==> src/rtl/local_port_from_router_if.sv <==
// Router-to-local-device link bundle.
// Groups the receive side (flits in from the router, credits back to it) and
// the device side (valid/ready flit delivery plus the sticky error flag).
// Modports:
//   slave  - the local_port_from_router receiver
//   master - the environment (router transmit end and local device)
interface local_port_from_router_if #(
    parameter int FLIT_W   = 64,
    parameter int VC_IDX_W = 1
);
    logic                rx_flit_v_i;
    logic [VC_IDX_W-1:0] rx_flit_vc_id_i;
    logic [FLIT_W-1:0]   rx_flit_i;
    logic                rx_lcrd_v_o;
    logic [VC_IDX_W-1:0] rx_lcrd_id_o;
    logic                flit_v_o;
    logic [FLIT_W-1:0]   flit_o;
    logic [VC_IDX_W-1:0] flit_vc_id_o;
    logic                flit_rdy_i;
    logic                ovf_err_o;

    modport slave (
        input  rx_flit_v_i, rx_flit_vc_id_i, rx_flit_i, flit_rdy_i,
        output rx_lcrd_v_o, rx_lcrd_id_o, flit_v_o, flit_o, flit_vc_id_o, ovf_err_o
    );

    modport master (
        output rx_flit_v_i, rx_flit_vc_id_i, rx_flit_i, flit_rdy_i,
        input  rx_lcrd_v_o, rx_lcrd_id_o, flit_v_o, flit_o, flit_vc_id_o, ovf_err_o
    );
endinterface

==> src/rtl/local_port_from_router.sv <==
// Local-device receiver for router-to-device traffic on a credit-based link.
// Incoming flits are buffered in per-VC FIFOs and presented to the device over
// valid/ready. Real-time VCs (0..RT_VC_NUM-1) win by fixed priority; common VCs
// share the output round-robin. Each dequeued flit returns one credit to the
// router one cycle later. Flits that overrun a VC or name a non-existent VC are
// dropped and latch ovf_err_o until reset.
// Ports:
//   clk  - rising-edge clock
//   rstn - asynchronous active-low reset
//   lp   - link bundle (slave modport): rx_flit_*, rx_lcrd_*, flit_*, ovf_err_o
module local_port_from_router #(
    parameter int VC_NUM    = 2,
    parameter int RT_VC_NUM = 0,
    parameter int VC_DEPTH  = 2,
    parameter int FLIT_W    = 64,
    parameter int VC_IDX_W  = (VC_NUM > 1) ? $clog2(VC_NUM) : 1
) (
    input  logic                     clk,
    input  logic                     rstn,
    local_port_from_router_if.slave  lp
);
    localparam int PTR_W = (VC_DEPTH > 1) ? $clog2(VC_DEPTH) : 1;
    localparam int CNT_W = $clog2(VC_DEPTH + 1);

    // Advance a FIFO pointer modulo VC_DEPTH.
    function automatic logic [PTR_W-1:0] ptr_inc(input logic [PTR_W-1:0] p);
        logic [PTR_W-1:0] r;
        if (p == PTR_W'(VC_DEPTH - 1)) begin
            r = {PTR_W{1'b0}};
        end else begin
            r = p + PTR_W'(1);
        end
        return r;
    endfunction

    logic [FLIT_W-1:0]   mem_r [VC_NUM][VC_DEPTH];
    logic [PTR_W-1:0]    rd_ptr_r [VC_NUM];
    logic [PTR_W-1:0]    wr_ptr_r [VC_NUM];
    logic [CNT_W-1:0]    cnt_r [VC_NUM];
    logic [VC_IDX_W-1:0] rr_ptr_r;
    logic                flit_v_r;
    logic [VC_IDX_W-1:0] flit_vc_id_r;
    logic [FLIT_W-1:0]   flit_r;
    logic                lcrd_v_r;
    logic [VC_IDX_W-1:0] lcrd_id_r;
    logic                ovf_err_r;

    logic                deq_s;
    logic                hold_s;
    logic                vc_ok_s;
    logic                drop_s;
    logic [VC_NUM-1:0]   enq_s;
    logic [VC_NUM-1:0]   deq_hit_s;
    logic [CNT_W-1:0]    cnt_nxt_s [VC_NUM];
    logic [PTR_W-1:0]    rd_nxt_s [VC_NUM];
    logic [VC_IDX_W-1:0] rr_nxt_s;
    logic                sel_found_s;
    logic [VC_IDX_W-1:0] sel_vc_s;
    logic [FLIT_W-1:0]   head_s;
    int                  rr_idx_s;

    // Enqueue/dequeue decode and next-cycle occupancy per VC.
    always_comb begin
        deq_s   = flit_v_r & lp.flit_rdy_i;
        // A presented flit that is not taken is locked: outputs hold until the handshake.
        hold_s  = flit_v_r & ~lp.flit_rdy_i;
        vc_ok_s = int'(lp.rx_flit_vc_id_i) < VC_NUM;
        for (int v = 0; v < VC_NUM; v++) begin
            deq_hit_s[v] = deq_s & (flit_vc_id_r == VC_IDX_W'(v));
            // A full VC still accepts a flit when its head leaves in the same cycle.
            enq_s[v]     = lp.rx_flit_v_i & vc_ok_s & (lp.rx_flit_vc_id_i == VC_IDX_W'(v)) &
                           ((cnt_r[v] != CNT_W'(VC_DEPTH)) | deq_hit_s[v]);
            cnt_nxt_s[v] = cnt_r[v] + CNT_W'(enq_s[v]) - CNT_W'(deq_hit_s[v]);
            rd_nxt_s[v]  = deq_hit_s[v] ? ptr_inc(rd_ptr_r[v]) : rd_ptr_r[v];
        end
        drop_s = lp.rx_flit_v_i & ~(|enq_s);
    end

    // Round-robin pointer: moves past a dequeued common VC; RT grants leave it alone.
    always_comb begin
        if (deq_s && (int'(flit_vc_id_r) >= RT_VC_NUM)) begin
            rr_nxt_s = (int'(flit_vc_id_r) == VC_NUM - 1) ? VC_IDX_W'(RT_VC_NUM)
                                                          : flit_vc_id_r + VC_IDX_W'(1);
        end else begin
            rr_nxt_s = rr_ptr_r;
        end
    end

    // Pick the VC to present next cycle from the post-edge occupancy, so the
    // output registers carry the new head without a bubble.
    always_comb begin
        sel_found_s = 1'b0;
        sel_vc_s    = {VC_IDX_W{1'b0}};
        rr_idx_s    = 0;
        for (int v = 0; v < RT_VC_NUM; v++) begin
            if (!sel_found_s && (cnt_nxt_s[v] != {CNT_W{1'b0}})) begin
                sel_found_s = 1'b1;
                sel_vc_s    = VC_IDX_W'(v);
            end else begin
                sel_found_s = sel_found_s;
            end
        end
        for (int k = 0; k < VC_NUM - RT_VC_NUM; k++) begin
            rr_idx_s = int'(rr_nxt_s) + k;
            rr_idx_s = (rr_idx_s >= VC_NUM) ? rr_idx_s - (VC_NUM - RT_VC_NUM) : rr_idx_s;
            if (!sel_found_s && (cnt_nxt_s[rr_idx_s] != {CNT_W{1'b0}})) begin
                sel_found_s = 1'b1;
                sel_vc_s    = VC_IDX_W'(rr_idx_s);
            end else begin
                sel_found_s = sel_found_s;
            end
        end
    end

    // Next head payload; when the selected VC will hold only the flit being
    // written this cycle, take it straight from the input.
    always_comb begin
        if (!sel_found_s) begin
            head_s = {FLIT_W{1'b0}};
        end else if (enq_s[sel_vc_s] && (wr_ptr_r[sel_vc_s] == rd_nxt_s[sel_vc_s])) begin
            head_s = lp.rx_flit_i;
        end else begin
            head_s = mem_r[sel_vc_s][rd_nxt_s[sel_vc_s]];
        end
    end

    // FIFO storage (data path only, no reset needed).
    always_ff @(posedge clk) begin
        for (int v = 0; v < VC_NUM; v++) begin
            if (enq_s[v]) begin
                mem_r[v][wr_ptr_r[v]] <= lp.rx_flit_i;
            end
        end
    end

    // Control state, output registers, credit return and sticky error.
    always_ff @(posedge clk or negedge rstn) begin
        if (!rstn) begin
            for (int v = 0; v < VC_NUM; v++) begin
                rd_ptr_r[v] <= {PTR_W{1'b0}};
                wr_ptr_r[v] <= {PTR_W{1'b0}};
                cnt_r[v]    <= {CNT_W{1'b0}};
            end
            rr_ptr_r     <= VC_IDX_W'(RT_VC_NUM);
            flit_v_r     <= 1'b0;
            flit_vc_id_r <= {VC_IDX_W{1'b0}};
            flit_r       <= {FLIT_W{1'b0}};
            lcrd_v_r     <= 1'b0;
            lcrd_id_r    <= {VC_IDX_W{1'b0}};
            ovf_err_r    <= 1'b0;
        end else begin
            for (int v = 0; v < VC_NUM; v++) begin
                if (enq_s[v]) begin
                    wr_ptr_r[v] <= ptr_inc(wr_ptr_r[v]);
                end
                rd_ptr_r[v] <= rd_nxt_s[v];
                cnt_r[v]    <= cnt_nxt_s[v];
            end
            rr_ptr_r <= rr_nxt_s;
            lcrd_v_r <= deq_s;
            if (deq_s) begin
                lcrd_id_r <= flit_vc_id_r;
            end
            if (drop_s) begin
                ovf_err_r <= 1'b1;
            end
            if (!hold_s) begin
                flit_v_r     <= sel_found_s;
                flit_vc_id_r <= sel_vc_s;
                flit_r       <= head_s;
            end
        end
    end

    assign lp.flit_v_o     = flit_v_r;
    assign lp.flit_vc_id_o = flit_vc_id_r;
    assign lp.flit_o       = flit_r;
    assign lp.rx_lcrd_v_o  = lcrd_v_r;
    assign lp.rx_lcrd_id_o = lcrd_id_r;
    assign lp.ovf_err_o    = ovf_err_r;
endmodule

==> src/flat_wrapper.sv <==
// flat-port wrapper written by rule: the top's interface ports become plain ports
module local_port_from_router_flat 
#(
    parameter int VC_NUM    = 2,
    parameter int RT_VC_NUM = 0,
    parameter int VC_DEPTH  = 2,
    parameter int FLIT_W    = 64,
    parameter int VC_IDX_W  = (VC_NUM > 1) ? $clog2(VC_NUM) : 1
)
  (clk, rstn, lp_rx_flit_v_i, lp_rx_flit_vc_id_i, lp_rx_flit_i, lp_flit_rdy_i, lp_rx_lcrd_v_o, lp_rx_lcrd_id_o, lp_flit_v_o, lp_flit_o, lp_flit_vc_id_o, lp_ovf_err_o);
  local_port_from_router_if #(.FLIT_W(FLIT_W), .VC_IDX_W(VC_IDX_W)) lp_i ();
  input  logic clk;
  input  logic rstn;
  input wire logic [$bits(lp_i.rx_flit_v_i)-1:0] lp_rx_flit_v_i;
  input wire logic [$bits(lp_i.rx_flit_vc_id_i)-1:0] lp_rx_flit_vc_id_i;
  input wire logic [$bits(lp_i.rx_flit_i)-1:0] lp_rx_flit_i;
  input wire logic [$bits(lp_i.flit_rdy_i)-1:0] lp_flit_rdy_i;
  output wire logic [$bits(lp_i.rx_lcrd_v_o)-1:0] lp_rx_lcrd_v_o;
  output wire logic [$bits(lp_i.rx_lcrd_id_o)-1:0] lp_rx_lcrd_id_o;
  output wire logic [$bits(lp_i.flit_v_o)-1:0] lp_flit_v_o;
  output wire logic [$bits(lp_i.flit_o)-1:0] lp_flit_o;
  output wire logic [$bits(lp_i.flit_vc_id_o)-1:0] lp_flit_vc_id_o;
  output wire logic [$bits(lp_i.ovf_err_o)-1:0] lp_ovf_err_o;
  assign lp_i.rx_flit_v_i = lp_rx_flit_v_i;
  assign lp_i.rx_flit_vc_id_i = lp_rx_flit_vc_id_i;
  assign lp_i.rx_flit_i = lp_rx_flit_i;
  assign lp_i.flit_rdy_i = lp_flit_rdy_i;
  assign lp_rx_lcrd_v_o = lp_i.rx_lcrd_v_o;
  assign lp_rx_lcrd_id_o = lp_i.rx_lcrd_id_o;
  assign lp_flit_v_o = lp_i.flit_v_o;
  assign lp_flit_o = lp_i.flit_o;
  assign lp_flit_vc_id_o = lp_i.flit_vc_id_o;
  assign lp_ovf_err_o = lp_i.ovf_err_o;
  local_port_from_router #(.VC_NUM(VC_NUM), .RT_VC_NUM(RT_VC_NUM), .VC_DEPTH(VC_DEPTH), .FLIT_W(FLIT_W), .VC_IDX_W(VC_IDX_W)) u_core (.clk(clk), .rstn(rstn), .lp(lp_i));
endmodule
==> config.mk <==
export PLATFORM = sky130hd
export DESIGN_NAME = local_port_from_router_flat
export DESIGN_NICKNAME = d
export VERILOG_FILES = /design/src/rtl/local_port_from_router_if.sv /design/src/rtl/local_port_from_router.sv /design/src/flat_wrapper.sv
export SDC_FILE = /design/constraint.sdc
export NUM_CORES = 1
export LEC_CHECK = 0
export CORE_AREA = 2 2 176 178
export DETAILED_ROUTE_END_ITERATION = 8
export DIE_AREA = 0 0 178 180
export GPL_TIMING_DRIVEN = 0
export SETUP_SLACK_MARGIN = 0.2
export SYNTH_ARGS = -nofsm -noshare
export SYNTH_HDL_FRONTEND = slang
export SYNTH_SLANG_ARGS = --single-unit
==> constraint.sdc <==
create_clock -name clk -period 12.3 [get_ports clk]
set_input_delay 3.69 -clock clk [delete_from_list [all_inputs] [get_ports clk]]
set_output_delay 3.69 -clock clk [all_outputs]
set_load 0.01 [all_outputs]
# Word-level counts from Yosys, hierarchy flattened
# Memories as Yosys holds them, arrays and structs flattened.
# Index checks and enable logic that the tools add are counted.
# word_totals
regBits,78
romBits,0
word_cells,114
latch_bits,0
mem_count,1
mem_bits_rw,256
# classes
n_reduce_logical,9
n_lt_le_gt_ge,11
muxes,44
add_sub_neg,12
bitwise_logic,21
multipliers,0
n_div,0
shift,0
eq_ne,3
# mem_list
name,depth,width,rd,rd_ports_with_merged_regs,wr,line_no,text
u_core.mem_r,2,128,1,0,1,local_port_from_router.sv:36,logic [FLIT_W-1:0] mem_r [VC_NUM][VC_DEPTH];
# op_table
op,count
128-bit two-way mux,4
64-bit two-way mux,7
64-bit demux with 1-bit select,2
128-bit OR reduction,1
32-bit by 2-bit >= comparator with 1-bit output (second input constant),2
32-bit two-way mux,2
32-bit inverter,2
32-bit by 3-bit >= comparator with 1-bit output (second input constant),1
32-bit by 3-bit subtractor with 32-bit output (second input constant),1
1-bit two-way mux,23
2-bit two-way mux,6
1-bit AND,9
2-bit >= comparator (second input constant),4
1-bit inverter with 2-bit output,4
1-bit adder (second input constant),5
2-bit by 1-bit adder with 2-bit output,2
1-bit logical AND,4
2-bit by 1-bit < comparator with 1-bit output (second input constant),2
2-bit inequality test (second input constant),2
1-bit inverter,4
2-bit nonzero test,2
2-bit by 1-bit subtractor with 2-bit output,2
1-bit by 2-bit subtractor with 3-bit output (second input constant),1
1-bit by 1-bit adder with 2-bit output (second input constant),1
6 further kinds,7

# Logic depth before layout (Yosys ltp)
# Gate-level depths: netlist (run 1).
# depth
depth_word,24
mapped_depth,12

# Worst setup path after synthesis (run 1)
# Ideal clock, no wire load.
# synth_path
kind,input-to-reg
startpoint,in lp_flit_rdy_i
endpoint,mem u_core.mem_r[0][100] in the netlist's numbering (enable)
stages,4
path_buffers,0
setup_time_ns,0.486
path_slack_ns,5.022
arrival_ns,6.792
required_time_ns,11.814
cell_sequence,nand3b_1 -> inv_1 -> o21bai_1 -> nor2_1
# synth_via
elab_chain_cells,8
# synth_rtl
item,line_no,text
"start, declared",flat_wrapper.sv:17,input wire logic [$bits(lp_i.flit_rdy_i)-1:0] lp_flit_rdy_i;
1-bit AND *,local_port_from_router.sv:64,deq_s = flit_v_r & lp.flit_rdy_i;
1-bit AND,local_port_from_router.sv:69,deq_hit_s[v] = deq_s & (flit_vc_id_r == VC_IDX_W'(v));
1-bit bitwise OR,local_port_from_router.sv:72,((cnt_r[v] != CNT_W'(VC_DEPTH)) | deq_hit_s[v]);
1-bit AND,local_port_from_router.sv:71,enq_s[v] = lp.rx_flit_v_i & vc_ok_s & (lp.rx_flit_vc_id_i == VC_IDX_W'(v)) &
1-bit two-way mux,local_port_from_router.sv:130,if (enq_s[v]) begin
128-bit two-way mux (not written as such),local_port_from_router.sv:131,mem_r[v][wr_ptr_r[v]] <= lp.rx_flit_i;
128-bit OR reduction (no source line),--,
1-bit two-way mux (no source line) / 128-bit two-way mux (equally long branches),--,
"end, declared",local_port_from_router.sv:36,
# Every way passes the cells marked *; elsewhere a longest branch is shown, timed or not.

==> results.tsv, run 1 <==
metric	value	unit
run status	complete, no violations	
residual DRC count	0	
DRT met1 WL	12.9	mm
routed vias/inst	5.26	
CP startpoint kind	primary input	
Placement Rows	64	
Bufs on Longest Clock Path	3	
#FFs+latches synth	334	
WS Path Type	primary input to flop	
die footprint	32000	um2
max cap viols	0	
Synth warnings	0	
Sequential Power Share	0.344	
Max VDD drop	0.000124	V
Chip Width	178	um
share of cells above drive strength 1	0.111	
nets@finish	1004	
# resized after CTS	0	
Root Buffer	clkbuf_16	
final instance area	16600	um2
Initial Utilization	0.441	
GP Congestion	0.725	
hold_ws	478	ps
Tightest Pin Transition	938	ps
placed cell areas	15400	um2
slowest CP cell	nor3_2	
met2 routed wirelength	13.3	mm
crit share post-route	0.557	
minimum clock period	6850	ps
worst skew pair latency	510	ps
Routed WL per cell	20.5	um
Final Slew Violations	0	
GRT Total Usage	0.176	
ys flop type	edfxtp_1	
first-pass GRT wire length	42.9	mm
FFs w/ async S/R, synth	0.234	
Post-Route WL	27.8	mm
dpl cells	1289	
total power	4.57	mW
hold crit path type	flop to flop	
CTS Sinks	334	
DR iter-0 viols	517	
highest metal used	met4	
Critical Path Max Stage Delay	750	ps
Cell Area, Synth	13300	um2
CTS tree	yes	
H-tree levels	2	
Synth top cells by count	edfxtp_1 (256), mux2i_1 (192), dfrtp_1 (78)	
Power Density	276	nW/um2
post-synth cell types	39	
Worst Path Arrival	7290	ps
switching power	1.48	mW
# port buffers	137	
worst-path fanout max	10	
final core occ	0.549	
Worst EP required	12740	ps
top-level I/O count	138	
setup TNS	0	ps
unrepaired setup endpoints after global routing	false	
syn_nets	822	
setup ws final	5450	ps
ranking of synthesized cells by area	edfxtp_1 (58%), dfrtp_1 (15%), mux2i_1 (14%), a221o_1 (4.8%), and2_1 (3.1%)	
via count	7131	
Inserted Clock Buffers	36	
Pint	3.09	mW
core area	30200	um2
Switching Share	0.324	
Synth area leader	edfxtp_1	
Max-slew headroom	0.375	
Die Height	180	um
Post-CTS Setup Bufs	0	
total gr overflow	0	
Clock transition at path regs	60	ps
area grow syn2layout	24.4	%
LEAKAGE	6.38	nW
CP Capture Type	flop	
setup violators final	0	
initial antenna violation count	3	
routed length on met3	1.14	mm
clock network fraction of total power	0.240	
clock skew	8.92	ps
Post-synth EDFFs	256	
Pre-antenna DRT Iters	5	
Final Hold Vio Count	0	
Combinational Power Share	0.416	
largest net degree at the start of global routing	50	
Max Freq	146	MHz
Yosys top cell area share	0.577	
CTS Hold Bufs	0	
hpwl dp	16.7	mm
Worst path most repeated cell	inv_1	
vias in the first global route	7307	
cell count after synthesis	749	
cell with the most instances after synthesis	edfxtp_1	
pre-CTS setup slack	4870	ps
crit-path cells	clkdlybuf4s50_1 -> nand3b_1 -> inv_1 -> o21bai_1 -> inv_1 -> ha_1 -> xor3_1 -> nor4_1 -> or2_1 -> nor3_2 -> buf_2 -> a221o_1	
Avg Cell Area, Syn	17.8	um2
Seq/Total Area, Yosys	0.724	
non-filler cells in the finished layout	1355	
ANT nets after route	0	
## path summary, 6_finish.rpt
path | start | endpoint | slack [ps] | depth (start not counted)
max | lp_flit_rdy_i | u_core.lp.flit_o[38] | 5450 | 12
min | u_core.lp.rx_lcrd_id_o | u_core.lp.rx_lcrd_id_o | 480 | 1
max reg2reg | u_core.lp.flit_v_o | u_core.lp.flit_o[38] | 8690 | 11
min reg2reg | u_core.lp.rx_lcrd_id_o | u_core.lp.rx_lcrd_id_o | 480 | 1
max in group asynchronous | rstn | u_core.lp.rx_lcrd_v_o | 8490 | 2
min in group asynchronous | rstn | u_core.lp.flit_o[12] | 3130 | 1
## cell type report
cell class,count,area (um2)
fill,2404,13600
sequential,334,9640
multi-input combinational,361,3380
timing repair buffer,144,1520
clock buffer,49,1000
tap,396,495
buffer,42,268
clock inverter,16,211
inverter,12,45.0
antenna,1,2.50
## worst max-delay path, delay by kind of cell
family | cells | cell delay, ps
AOI/OAI and AO/OA | 2 | 650
and+or+nand+nor | 4 | 1290
xor gates and xnor gates | 1 | 270
adders and majority gates | 1 | 230
buffers and inverters | 4 | 1160
## power by group through the flow
stage / clock, mW / sequential (mW) / combinational, mW
floorplan: 0 / 1.63 / 1.24
global placement: 0 / 1.61 / 1.89
detailed placement: 0 / 1.59 / 1.93
CTS: 1.12 / 1.57 / 1.94
global route: 1.17 / 1.59 / 2.06
finish: 1.10 / 1.57 / 1.90
## cell families (layout without fill, tap and decap cells)
kind of cell	Yosys count	in the layout	share of synthesized area
other	0	1	0
multiplexers	193	193	0.145
AND/OR/NAND/NOR	83	83	0.0392
flip-flops	334	334	0.724
buffers and inverters	54	263	0.0235
AO/OA/AOI/OAI	73	73	0.0558
adder cells (fa/ha/maj)	4	4	0.00376
XOR/XNOR	8	8	0.00855
## state kept, by name, indices dropped and copies added (netlist names)
signal and count:
u_core.mem_r 256, u_core.lp.flit_o 64, u_core.cnt_r 4, u_core.rd_ptr_r 2
u_core.wr_ptr_r 2, u_core.lp.flit_v_o 1, u_core.lp.flit_vc_id_o 1, u_core.lp.ovf_err_o 1
u_core.lp.rx_lcrd_id_o 1, u_core.lp.rx_lcrd_v_o 1, u_core.rr_ptr_r 1
## cells in the final DEF (no fill, tap or decap), types with 2 or more instances in the layout
cell	count
buf_16	2
a221o_1	64
edfxtp_1	256
and2_1	65
clkbuf_4	4
clkbuf_16	37
and2_4	2
bufinv_16	5
buf_12	5
xor3_1	2
xnor2_1	5
inv_1	11
clkbuf_8	3
nor2_4	2
ha_1	4
or2_1	3
clkdlybuf4s50_1	136
buf_6	9
clkinv_1	4
buf_2	19
clkinv_2	4
nand2b_1	2
buf_4	2
inv_6	2
buf_1	3
clkbuf_1	15
dfrtp_1	78
mux2i_1	192
## metal layers
| layer | GRT usage | vias to the layer above |
|---|---|---|
| met4 | 0.0433 | 0 |
| met1 | 0.248 | 3647 |
| li1 | - | 3287 |
| met5 | 0 | - |
| met3 | 0.0311 | 37 |
| met2 | 0.285 | 160 |
No activity file was read; power rests on OpenSTA's default activity.
==> inputs of run 2 (changes only) <==
--- a/config.mk
+++ b/config.mk
@@ -9,6 +9,7 @@
 export DETAILED_ROUTE_END_ITERATION = 8
 export DIE_AREA = 0 0 178 180
 export GPL_TIMING_DRIVEN = 0
+export PLACE_DENSITY = 0.67
 export SETUP_SLACK_MARGIN = 0.2
 export SYNTH_ARGS = -nofsm -noshare
 export SYNTH_HDL_FRONTEND = slang
==> constraint.sdc (replaced) <==
create_clock -name clk -period 6 [get_ports clk]
set_input_delay 1.8 -clock clk [delete_from_list [all_inputs] [get_ports clk]]
set_output_delay 1.8 -clock clk [all_outputs]
set_load 0.01 [all_outputs]
==> results.tsv, run 2 (synthesis gave the netlist of run 1 again) <==
metric	value	unit	change
routed vias/inst	5.26		about the same
Worst Path Arrival	5480	ps	-1810 ps
Critical Path Max Stage Delay	810	ps	+60 ps
# port buffers	137		unchanged
die footprint	32000	um2	unchanged
Max-slew headroom	0.348		-0.0269
Worst EP required	6430	ps	-6310 ps
CTS tree	yes		
Sequential Power Share	0.348		+0.004
residual DRC count	0		unchanged
Final Hold Vio Count	0		unchanged
Chip Width	178	um	unchanged
worst hold start	u_core.lp.ovf_err_o		
Final Slew Violations	0		unchanged
final core occ	0.548		-0.00104
total gr overflow	0		unchanged
clock network fraction of total power	0.233		-0.007
unrepaired setup endpoints after global routing	false		
DR iter-0 viols	428		-17%
Max VDD drop	0.000279	V	+130%
nets@finish	1002		-0.20%
Bufs on Longest Clock Path	3		unchanged
dpl cells	1289		unchanged
via count	7103		-0.39%
fillers	2365		-1.6%
switching power	3.00	mW	+100%
Root Buffer	clkbuf_16		
run status	complete, no violations		
Routed WL per cell	20.3	um	-1.1%
hpwl dp	16.6	mm	-0.74%
worst-path fanout max	10		unchanged
first-pass GRT wire length	42.8	mm	-0.27%
Die Height	180	um	unchanged
clock skew	17.4	ps	+8.43 ps
CP startpoint kind	primary input		
CP Capture Type	flop		
area grow syn2layout	24.2	%	
Power Density	561	nW/um2	+100%
core area	30200	um2	unchanged
WS Path Type	primary input to flop		
most frequent cells in the layout	edfxtp_1 (256), mux2i_1 (192), clkdlybuf4s50_1 (136)		
number of flip-flops under the largest register name	256		unchanged
vias in the first global route	7312		+0.068%
Pre-antenna DRT Iters	5		unchanged
crit-path cells	clkdlybuf4s50_1 -> nand3b_1 -> inv_1 -> o21bai_1 -> inv_1 -> ha_1 -> xor3_1 -> nor4_1 -> or2_1 -> nor3_2 -> buf_2 -> a221o_1		
max cap viols	0		unchanged
hold crit path type	flop to flop		
GP Congestion	0.745		+2.8%
commonest non-fill, non-tap cell in the layout	edfxtp_1		
share of cells above drive strength 1	0.117		+0.00663
setup violators final	0		unchanged
initial antenna violation count	1		-2
LEAKAGE	6.37	nW	-0.13%
r2r worst-path depth	11		unchanged
non-filler cells in the finished layout	1351		-0.30%
Combinational Power Share	0.418		+0.002
ANT nets after route	0		unchanged
Initial Utilization	0.441		unchanged
crit share post-route	0.842		
Tightest Pin Transition	973	ps	+35.1 ps
Switching Share	0.324		about the same
Placement Rows	64		unchanged
multi-input logic area	3380	um2	unchanged
CTS Sinks	334		unchanged
Post-Route WL	27.4	mm	-1.4%
Max Freq	198	MHz	
GRT Total Usage	0.176		-0.000506
Sequential Area	9640	um2	unchanged
hold_ws	483	ps	+5.72 ps
Inserted Clock Buffers	34		-5.6%
Post-CTS Setup Bufs	0		unchanged
CP startpoint	lp_flit_rdy_i		
RR Startpoint	u_core.lp.flit_v_o		
minimum clock period	5050	ps	
slowest CP cell	nor3_2		
H-tree levels	2		unchanged
# resized after CTS	0		unchanged
Pint	6.27	mW	+100%
n_diodes	0		-1
cell count of the worst hold path	1		unchanged
largest net degree at the start of global routing	48		-4.0%
CTS Hold Bufs	0		unchanged
top-level I/O count	138		unchanged
worst skew pair latency	510	ps	about the same
Clock transition at path regs	60	ps	about the same
setup TNS	0	ps	unchanged
Worst path most repeated cell	inv_1		
run 2: area by class of cell:
| class | count | area share |
|---|---|---|
| buffer | 42 | 0.0162 |
| sequential | 334 | 0.583 |
| timing repair buffer | 144 | 0.0922 |
| inverter | 12 | 0.00272 |
| clock inverter | 12 | 0.00719 |
| multi-input combinational | 361 | 0.205 |
| clock buffer | 50 | 0.0644 |
| tap | 396 | 0.0300 |
run 2: final timing paths:
path                                   endpoint  slack, ps
setup / recovery           u_core.lp.flit_o[50]        950
hold / removal              u_core.lp.ovf_err_o        480
setup reg to reg           u_core.lp.flit_o[50]       2310
hold reg to reg             u_core.lp.ovf_err_o        480
max in group asynchronous  u_core.lp.flit_o[46]       4050
min in group asynchronous  u_core.lp.flit_o[10]       1270
run 2: power groups by stage:
stage               clock network, mW  logic (mW)  registers [mW]
floorplan                           0        2.54            3.34
global placement                    0        3.87            3.30
detailed placement                  0        3.95            3.27
CTS                              2.20        3.96            3.23
global route                     2.30        4.20            3.28
finish                           2.16        3.88            3.23
run 2: worst max-delay path: cells and delay by family:
kind / cells / cell delay (ps)
XOR/XNOR: 1 / 250
AO/OA/AOI/OAI: 2 / 690
buffers and inverters: 4 / 1170
adder cells (fa/ha/maj): 1 / 230
AND/OR/NAND/NOR: 4 / 1340
run 2: metal layers:
layer	GRT usage	up-vias	routed length [um]
met5	0	-	16
met4	0.0502	2	488
met3	0.0296	37	1260
met2	0.290	174	13500
met1	0.240	3603	12200
li1	-	3287	-
run 2: stage by stage:
step	total power, mW	worst slack [ps]	cell area, um2
after floorplan	5.88	612	13300
after global placement	7.17	-2670	15200
after detailed placement	7.21	377	15400
after CTS	9.40	877	16500
after global routing	9.78	734	16500
final	9.27	948	16500
==> inputs of run 3 (changes only) <==
--- a/config.mk
+++ b/config.mk
@@ -9,7 +9,6 @@
 export DETAILED_ROUTE_END_ITERATION = 8
 export DIE_AREA = 0 0 178 180
 export GPL_TIMING_DRIVEN = 0
-export PLACE_DENSITY = 0.67
 export SETUP_SLACK_MARGIN = 0.2
 export SYNTH_ARGS = -nofsm -noshare
 export SYNTH_HDL_FRONTEND = slang
==> constraint.sdc (replaced) <==
create_clock -name clk -period 5 [get_ports clk]
set_input_delay 1.5 -clock clk [delete_from_list [all_inputs] [get_ports clk]]
set_output_delay 1.5 -clock clk [all_outputs]
set_load 0.01 [all_outputs]
==> results.tsv, run 3 (synthesis gave the netlist of run 1 again) <==
metric	value	unit	change
Root Buffer	clkbuf_16		
Bufs on Longest Clock Path	3		unchanged
residual DRC count	0		unchanged
setup violators final	0		unchanged
most frequent cells in the layout	edfxtp_1 (256), mux2i_1 (192), clkdlybuf4s50_1 (136)		
CTS Sinks	334		unchanged
top-level I/O count	138		unchanged
worst skew pair latency	510	ps	about the same
Chip Width	178	um	unchanged
run status	complete, no violations		
initial antenna violation count	0		-1
number of flip-flops under the largest register name	256		unchanged
placed cell areas	15400	um2	+0.23%
area grow syn2layout	24.6	%	
Initial Utilization	0.441		unchanged
Max Freq	223	MHz	
Inserted Clock Buffers	36		+5.9%
Post-CTS Setup Bufs	0		unchanged
Final Slew Violations	0		unchanged
Power Density	676	nW/um2	+21%
minimum clock period	4490	ps	
via count	7107		+0.056%
Worst Path Arrival	4930	ps	-550 ps
GP Congestion	0.721		-3.2%
Post-Route WL	27.9	mm	+1.8%
crit share post-route	0.899		
Final Hold Vio Count	0		unchanged
WS Path Type	primary input to flop		
total gr overflow	0		unchanged
Worst EP required	5440	ps	-990 ps
ANT nets after route	0		unchanged
Pre-antenna DRT Iters	5		unchanged
die footprint	32000	um2	unchanged
core area	30200	um2	unchanged
clock skew	17.9	ps	+0.550 ps
vias in the first global route	7282		-0.41%
Die Height	180	um	unchanged
CTS Hold Bufs	0		unchanged
final instance area	16600	um2	+0.32%
Placement Rows	64		unchanged
DR iter-0 viols	580		+36%
CP startpoint kind	primary input		
hpwl dp	16.5	mm	-0.41%
LEAKAGE	6.38	nW	+0.26%
routed vias/inst	5.25		-0.17%
worst-path fanout max	10		unchanged
# port buffers	137		unchanged
H-tree levels	2		unchanged
share of cells above drive strength 1	0.113		-0.00454
Tightest Pin Transition	935	ps	-37.6 ps
nets@finish	1005		+0.30%
Clock transition at path regs	60	ps	about the same
Routed WL per cell	20.6	um	+1.6%
GRT Total Usage	0.179		+0.00373
CP Capture Type	flop		
# resized after CTS	1		+1
Max VDD drop	0.000291	V	+4.4%
Max-slew headroom	0.376		+0.0286
hold crit path type	flop to flop		
max cap viols	0		unchanged
unrepaired setup endpoints after global routing	false		
final core occ	0.550		+0.00174
largest net degree at the start of global routing	44		-8.3%
CTS tree	yes		
n_diodes	0		unchanged
first-pass GRT wire length	43.5	mm	+1.7%
commonest non-fill, non-tap cell in the layout	edfxtp_1		
==> run 3: changes by cell type in the layout (fill, tap and decap cells not counted), moves of 2 or more <==
| cell | before | now |
|---|---|---|
| clkbuf_1 | 10 | 15 |
| buf_16 | 2 | 4 |
| clkinv_1 | 0 | 2 |
| clkinv_2 | 7 | 4 |
==> run 3: critical path, cell delays in order <==
cell             delay (ps)
clkdlybuf4s50_1         480
nand3b_1                230
inv_1                   160
o21bai_1                450
inv_1                   120
ha_1                    220
xor3_1                  270
nor4_1                   80
or2_1                   250
nor3_4                  560
buf_2                   380
a221o_1                 200
==> run 3: cell type report <==
class,count,area [um2]
Fill cell,2377,13600
Timing Repair Buffer,145,1560
Inverter,12,45.0
Sequential cell,334,9640
Clock buffer,54,1070
Tap cell,396,495
Multi-Input combinational cell,361,3390
Buffer,42,268
Clock inverter,10,125
==> run 3: metrics by stage <==
step / TNS, ps / hold WS [ps] / total power, mW / setup slack [ps] / std cells
2_1_floorplan: 0 / 438 / 7.06 / 980 / 749
3_3_place_gp: -377730 / 458 / 8.61 / -1330 / 1282
3_5_place_dp: -19410 / 463 / 8.68 / -343 / 1290
4_1_cts: 0 / 475 / 11.4 / 473 / 1354
5_1_grt: 0 / 493 / 11.8 / 240 / 1354
6_report: 0 / 479 / 11.2 / 507 / 1354
==> run 3: final timing paths <==
| path | start | endpoint | slack [ps] | cells past startpoint |
|---|---|---|---|---|
| max | lp_flit_rdy_i | u_core.lp.flit_o[38] | 510 | 12 |
| min | u_core.rr_ptr_r | u_core.rr_ptr_r | 480 | 2 |
| max reg2reg | u_core.lp.flit_v_o | u_core.lp.flit_o[38] | 1570 | 11 |
| min reg2reg | u_core.rr_ptr_r | u_core.rr_ptr_r | 480 | 2 |
| max in group asynchronous | rstn | u_core.lp.flit_o[59] | 3320 | 2 |
| min in group asynchronous | rstn | u_core.lp.flit_o[10] | 1010 | 1 |
==> run 3: report_power, final <==
group / switching, mW / total, mW / internal (mW)
Clock: 1.01 / 2.64 / 1.63
Sequential: 0.238 / 3.87 / 3.63
Combinational: 2.38 / 4.70 / 2.32
Total: 3.63 / 11.2 / 7.58
==> run 3: metal layers <==
metal	vias to the layer above	GRT usage	share of wire
met5	-	0	0
met2	156	0.296	0.49
met4	0	0.0403	0.016
met3	33	0.0288	0.044
li1	3304	-	-
met1	3614	0.250	0.45
